`config.mk`:
```
export PLATFORM = sky130hd
export DESIGN_NAME = apb_mem_slave_param
export DESIGN_NICKNAME = d
export VERILOG_FILES = /design/src/rtl/apb_mem_slave_param.sv
export SDC_FILE = /design/constraint.sdc
export NUM_CORES = 1
export LEC_CHECK = 0
export ABC_AREA = 1
export BUFFER_PORTS_ARGS = -buffer_cell sky130_fd_sc_hd__buf_4
export CAP_MARGIN = 40
export CORE_ASPECT_RATIO = 0.5
export CORE_MARGIN = 8
export CORE_UTILIZATION = 45
export DETAILED_ROUTE_END_ITERATION = 8
export PLACE_DENSITY = 0.8
export SLEW_MARGIN = 20
export SYNTH_ARGS = -nofsm -noshare
export SYNTH_HDL_FRONTEND = slang
export SYNTH_SLANG_ARGS = --single-unit
```
`constraint.sdc`:
```
create_clock -name clk -period 1.9 [get_ports clk]
set_clock_uncertainty 0.2 [all_clocks]
set_input_delay 0.095 -clock clk [delete_from_list [all_inputs] [get_ports clk]]
set_output_delay 0.095 -clock clk [all_outputs]
set_load 0.05 [all_outputs]
```
`src/rtl/apb_mem_slave_param.sv`:
```
// APB slave in front of a single-port synchronous word memory.
// Adds programmable wait states, multi-cycle read latency, error decode and abort recovery.
module apb_mem_slave_param #(
  parameter int ADDR_WIDTH  = 32,
  parameter int DATA_WIDTH  = 32,
  parameter int MEM_DEPTH   = 256,
  parameter int WAIT_STATES = 0,
  parameter int RD_LATENCY  = 1,
  parameter int RO_BASE     = MEM_DEPTH
) (
  input  logic                          clk,
  input  logic                          rst,
  input  logic                          psel,
  input  logic                          penable,
  input  logic                          pwrite,
  input  logic [ADDR_WIDTH-1:0]         paddr,
  input  logic [DATA_WIDTH-1:0]         pwdata,
  input  logic [DATA_WIDTH/8-1:0]       pstrb,
  output logic                          pready,
  output logic [DATA_WIDTH-1:0]         prdata,
  output logic                          pslverr,
  output logic                          mem_wr,
  output logic                          mem_rd,
  output logic [DATA_WIDTH/8-1:0]       mem_be,
  output logic [$clog2(MEM_DEPTH)-1:0]  mem_addr,
  output logic [DATA_WIDTH-1:0]         mem_wdata,
  input  logic [DATA_WIDTH-1:0]         mem_rdata
);

  localparam int NB    = DATA_WIDTH / 8;
  localparam int OFF_W = $clog2(NB);
  localparam int MA_W  = $clog2(MEM_DEPTH);
  localparam int CNT_W = $clog2(WAIT_STATES + RD_LATENCY + 2);
  localparam int N_WR  = 1 + WAIT_STATES;
  localparam int N_RD  = 1 + ((WAIT_STATES > RD_LATENCY) ? WAIT_STATES : RD_LATENCY);
  localparam int N_CAP = 1 + RD_LATENCY;

  localparam logic [ADDR_WIDTH-1:0] OFF_MASK = ADDR_WIDTH'(NB - 1);
  localparam logic [ADDR_WIDTH-1:0] DEPTH_A  = ADDR_WIDTH'(MEM_DEPTH);
  localparam logic [ADDR_WIDTH-1:0] ROB_A    = ADDR_WIDTH'(RO_BASE);
  localparam logic [CNT_W-1:0]      CNT_MAX  = '1;

  typedef enum logic {S_IDLE, S_ACCESS} state_t;

  state_t                state_q, state_d;
  logic [CNT_W-1:0]      cnt_q, cnt_d;
  logic                  wr_q, err_q;
  logic [MA_W-1:0]       addr_q;
  logic [DATA_WIDTH-1:0] wdata_q, rdata_q;
  logic [NB-1:0]         strb_q;

  logic [ADDR_WIDTH-1:0] widx;
  logic                  err_dec, setup, done, pulse, good_rd, cap;
  logic [CNT_W-1:0]      n_done;

  assign widx    = paddr >> OFF_W;
  assign err_dec = (|(paddr & OFF_MASK)) | (widx >= DEPTH_A) | (pwrite & (widx >= ROB_A));
  assign setup   = psel & ~penable;
  assign n_done  = (wr_q | err_q) ? CNT_W'(N_WR) : CNT_W'(N_RD);
  assign done    = (cnt_q == n_done);
  assign pulse   = (state_q == S_ACCESS) && (cnt_q == CNT_W'(1)) && !err_q;
  assign good_rd = !wr_q && !err_q;
  // Read data is valid on the bus exactly RD_LATENCY cycles after the mem_rd pulse.
  assign cap     = (state_q == S_ACCESS) && good_rd && (cnt_q == CNT_W'(N_CAP));

  always_ff @(posedge clk) begin
    if (rst) state_q <= S_IDLE;
    else     state_q <= state_d;
  end

  always_comb begin
    state_d = state_q;
    cnt_d   = cnt_q;
    case (state_q)
      S_IDLE: begin
        if (setup) begin
          state_d = S_ACCESS;
          cnt_d   = CNT_W'(1);
        end
      end
      S_ACCESS: begin
        if (!psel || done) state_d = S_IDLE;
        if (cnt_q != CNT_MAX) cnt_d = cnt_q + CNT_W'(1);
      end
      default: state_d = S_IDLE;
    endcase
  end

  // Transfer attributes are frozen at the setup phase; the bus is not re-sampled.
  always_ff @(posedge clk) begin
    if (rst) begin
      cnt_q   <= '0;
      wr_q    <= 1'b0;
      err_q   <= 1'b0;
      addr_q  <= '0;
      wdata_q <= '0;
      strb_q  <= '0;
      rdata_q <= '0;
    end else begin
      cnt_q <= cnt_d;
      if (state_q == S_IDLE && setup) begin
        wr_q    <= pwrite;
        err_q   <= err_dec;
        addr_q  <= widx[MA_W-1:0];
        wdata_q <= pwdata;
        strb_q  <= pstrb;
      end
      if (cap) rdata_q <= mem_rdata;
    end
  end

  always_comb begin
    pready    = 1'b0;
    pslverr   = 1'b0;
    prdata    = '0;
    mem_wr    = 1'b0;
    mem_rd    = 1'b0;
    mem_be    = '0;
    mem_addr  = '0;
    mem_wdata = '0;
    if (state_q == S_ACCESS) begin
      pready  = psel && done;
      pslverr = pready && err_q;
      // When the pready cycle coincides with the capture cycle, forward the bus value.
      if (pready && good_rd) prdata = cap ? mem_rdata : rdata_q;
      if (pulse) begin
        mem_wr   = wr_q;
        mem_rd   = !wr_q;
        mem_addr = addr_q;
        if (wr_q) begin
          mem_be    = strb_q;
          mem_wdata = wdata_q;
        end
      end
    end
  end

endmodule

```
==> impl_metrics.yaml, run 1 <==
floorplanning:
  die_y_um: 78.8
  num_rows: 23
  initial_core_util_pct: 45.4
  die-width_um: 142
  ioPinCount: 185
status:
  haltStage: "4_1_cts"
  outcome: "aborted with a tool error"
  tool.error: "[ERROR DPL-0033] detailed placement checks failed during check placement."
logic_synthesis:
  synth_fp_nets: 619
  ys_types: 22
  synth_warnings: 0
  syn_area_per_cell_sq_um: 6.95
  syn_inst: 511
  syn_area_sq_um: 3550
  yosysSeqAreaShare_pct: 45.6
  synth-seq-cells: 81
place:
  placed_area_sq_um: 5380
  dp.final_hpwl_um: 7820
  port_buffers: 184
  place_congestion: 0.804
clocking:
  cts_setup_buffers: 14
  cts_inserted_buffers: 9
  h-tree-depth: 3
  cts_resized: 187
  hold_buffers: 101
  cts_root_buf: "clkbuf_16"
  cts.sinks: 81
  clockBufferDepth: 2
==> synthesized netlist by cell type <==
library cell    n  area, sq um
a21oi_1        48          240
and2_1          1         6.26
buf_2          18         90.1
buf_6           6         67.6
clkbuf_1        6         22.5
clkbuf_2        1         5.00
dfxtp_1        81         1620
ha_1            3         37.5
inv_1          85          319
inv_2           2         7.51
nand2_1        43          161
nand3_1         5         25.0
nand3_2         1         10.0
nand3_4         1         17.5
nand3b_4        1         20.0
nand4_2         1         12.5
nor2_1        126          473
nor2_2          2         12.5
o211ai_1        1         7.51
o21ai_0        34          170
o21ai_1        44          220
or2_2           1         6.26
==> metrics by stage <==
step	worst slack [ns]	hold slack, ns	TNS [ns]	instances
after floorplan	-0.116	0.0609	-4.26	511
after global placement	0.147	0.152	0	787
after detailed placement	0.104	0.156	0	787
==> cell families after synthesis <==
group	count (synthesis)	synth area share, %
and+or+nand+nor	182	21.0
buffers and inverters	118	14.4
AOI/OAI and AO/OA	127	18.0
DFF	81	45.6
adders and majority gates	3	1.06
==> inputs of run 2 (changes only) <==
--- a/config.mk
+++ b/config.mk
@@ -8,11 +8,10 @@
 export ABC_AREA = 1
 export BUFFER_PORTS_ARGS = -buffer_cell sky130_fd_sc_hd__buf_4
 export CAP_MARGIN = 40
-export CORE_ASPECT_RATIO = 0.5
 export CORE_MARGIN = 8
-export CORE_UTILIZATION = 45
+export CORE_UTILIZATION = 40
 export DETAILED_ROUTE_END_ITERATION = 8
-export PLACE_DENSITY = 0.8
+export PLACE_DENSITY_LB_ADDON = 0.15
 export SLEW_MARGIN = 20
 export SYNTH_ARGS = -nofsm -noshare
 export SYNTH_HDL_FRONTEND = slang
==> run 2 against run 1 <==
Compared with the run above: synthesized cell count is the same; the flow now finishes, with violations (negative setup slack); area after synthesis is the same.
==> impl_metrics.yaml, run 2 <==
grt:
  antenna_found_initial: 1
  use_met1_pct: 24.0
  met3_usage_pct: 7.62
  grt-busiest-layer: "met2"
  grt_max_degree: 48
  grt_util_met2_pct: 45.9
  grt_pass1_wl_um: 23300
  grt_pass1_vias: 4789
  grt_use_total_pct: 24.6
  overflow: 0
finish:
  design_area_sq_um: 7720
  mostFrequentLayoutCells: "126 x buf_4, 101 x dlygate4sd3_1, 84 x inv_1"
  nets: 922
  final_common_cell: "buf_4"
  top_regs: "rdata_q x32, wdata_q x32, addr_q x8"
  fillCellCount: 363
  drive_above_1_share_pct: 46.5
  area_growth_pct: 117
place:
  placed_area_sq_um: 5380
  place_congestion: 0.748
  place_ws_ns: 0.0539
  dp.final_hpwl_um: 8080
  port_buffers: 184
logic_synthesis:
  yosysSeqAreaShare_pct: 45.6
  synth-edff-count: 0
  syn_area_sq_um: 3550
  synth.top_cell.area_share_pct: 45.6
  synth-async-reset-ratio_pct: 0
  synth_fp_nets: 619
  ys_types: 22
  synthTopCellsByArea: "dfxtp_1 46%, nor2_1 13%, inv_1 9.0%"
  yosysMostFrequentCell: "nor2_1"
  syn_area_per_cell_sq_um: 6.95
  synth_top_cell_by_area: "dfxtp_1"
  synthTopCellsByCount: "126 x nor2_1, 85 x inv_1, 81 x dfxtp_1"
  ys.flop_type: "dfxtp_1"
  syn_inst: 511
  synth_warnings: 0
  synth-seq-cells: 81
worst_hold_path:
  hold_class: "input port to flop"
  hold_end: "rdata_q[29]$_SDFF_PP0_"
  hold_depth: 3
  hp-start: "rst"
critical_path:
  required_ns: 1.60
  arrival_ns: 1.92
  ff2ff_path_depth: 8
  cp_cell_sequence: "inv_4 -> ha_4 -> nand3_4 -> buf_8 -> buf_16 -> nand2_2 -> o21ai_2 -> nor2_2 -> buf_6"
  critPathMaxStageDelay_ns: 0.37
  cp_max_fo: 6
  slowest_stage: "dfxtp_4"
  crit_type: "flop to output pin"
  reg2reg_to: "rdata_q[12]$_SDFF_PP0_"
  cp-end-kind: "output pin"
  worst_r2r_startpoint: "cnt_q[0]$_SDFFE_PP0P_"
  reg2reg_slack_ns: 0.09
  worst_setup_path_start_kind: "flop"
sta:
  rsz0062_at_grt: "true"
  worst_pin_slew_ns: 0.417
  period_share_pct: 117
  max_freq_mhz: 450
  period_needed_ns: 2.22
  fin_ws_ns: -0.320
  slew_violations: 0
  setup_violations: 70
  setup_tns_ns: -13.33
  relSlewSlack_pct: 72.2
  hold_violations: 0
  holdWs_ns: 0.0668
clocking:
  cts.sinks: 81
  cts_root_buf: "clkbuf_8"
  clock_latency_ns: 0.36
  clk_pin_slew_ns: 0.10
  clockBufferDepth: 2
  h-tree-depth: 3
  cts_inserted_buffers: 9
  cts_tree: "built"
power:
  peakVddDrop_mv: 0.370
  power_w: 0.00380
  p_leak_nw: 3.26
  p_per_area_nw_per_um2: 492
routing:
  dr.pass1.iters: 6
  drcViolationCount: 0
  drtAntennaViolNets: 0
  routedWlPerCell_um: 20.1
  drt-initial-drc-count: 252
  route.vias.total: 4820
  viasPerCell: 5.19
  drt_wl_total_um: 18700
floorplanning:
  num_rows: 34
  core_sq_um: 8680
  initial_core_util_pct: 40.9
  ioPinCount: 185
  die_y_um: 110
  die-width_um: 110
  die_area_sq_um: 12200
job:
  drv_cap: 0
status:
  violations: "negative setup slack"
  outcome: "finished with violations"
[run 2: cell counts after synthesis]
Identical to the previous run, type by type.
[run 2: where the power goes]
part / leakage (nW) / switching (W) / internal [W] / total, W
sequential: 0.664 / 0.0000309 / 0.00177 / 0.00180
combinational: 2.50 / 0.000327 / 0.000374 / 0.000701
clock: 0.0953 / 0.000656 / 0.000640 / 0.00130
[run 2: critical path, delay by kind of cell, from the launching register on]
kind	cells	cell delay (ns)
buffers and inverters	4	0.57
AND/OR/NAND/NOR	3	0.38
flip-flops	1	0.37
adder cells (fa/ha/maj)	1	0.13
AO/OA/AOI/OAI	1	0.08
[run 2: what timing repair did]
action	4_1_cts	5_1_grt
buffers inserted	7	11
endpoints found under the hold margin	78	0
gates cloned	4	4
pin swaps	5	23
hold buffers	101	0
gates resized for setup	152	52
setup endpoints to repair	77	78
[run 2: through the flow]
step | util (%) | std cells
after global routing | 88.9 | 928
after global placement | 62.0 | 784
after CTS | 84.3 | 912
after detailed placement | 62.0 | 784
final | 88.9 | 929
after floorplan | - | 511
[run 2: worst max path at each step]
stage / end / slack (ns) / depth (start not counted) / from
CTS: prdata[18] / -0.17 / 8 / cnt_q[0]$_SDFFE_PP0P_
global placement: mem_wdata[31] / 0.13 / 8 / cnt_q[1]$_SDFFE_PP0P_
finish: prdata[28] / -0.32 / 9 / cnt_q[0]$_SDFFE_PP0P_
detailed placement: prdata[29] / 0.05 / 8 / cnt_q[0]$_SDFFE_PP0P_
floorplan: prdata[18] / -0.12 / 6 / cnt_q[0]$_SDFFE_PP0P_
global route: prdata[28] / -0.36 / 9 / cnt_q[0]$_SDFFE_PP0P_
[run 2: area by class of cell]
| type | count | area [sq um] | share of cell area, % |
|---|---|---|---|
| tap | 108 | 135 | 1.75 |
| multi-input combinational | 312 | 2180 | 28.2 |
| clock inverter | 5 | 55.1 | 0.713 |
| inverter | 87 | 334 | 4.33 |
| timing repair buffer | 323 | 3240 | 41.9 |
| clock buffer | 11 | 141 | 1.83 |
| antenna | 2 | 5.00 | 0.0649 |
| sequential | 81 | 1630 | 21.1 |
[run 2: cell families after synthesis]
logic type | share of synthesized area (%)
and+or+nand+nor | 21.0
adders and majority gates | 1.06
AOI/OAI and AO/OA | 18.0
buffers and inverters | 14.4
DFF | 45.6
[run 2: per-layer routing]
| metal | vias to the layer above | part of all wire (%) |
|---|---|---|
| li1 | 2176 | - |
| met1 | 2246 | 34 |
| met2 | 310 | 51 |
| met3 | 88 | 9.1 |
| met4 | 0 | 5.5 |
| met5 | - | 0 |
Note: power is estimated with default switching activity, not from simulation.
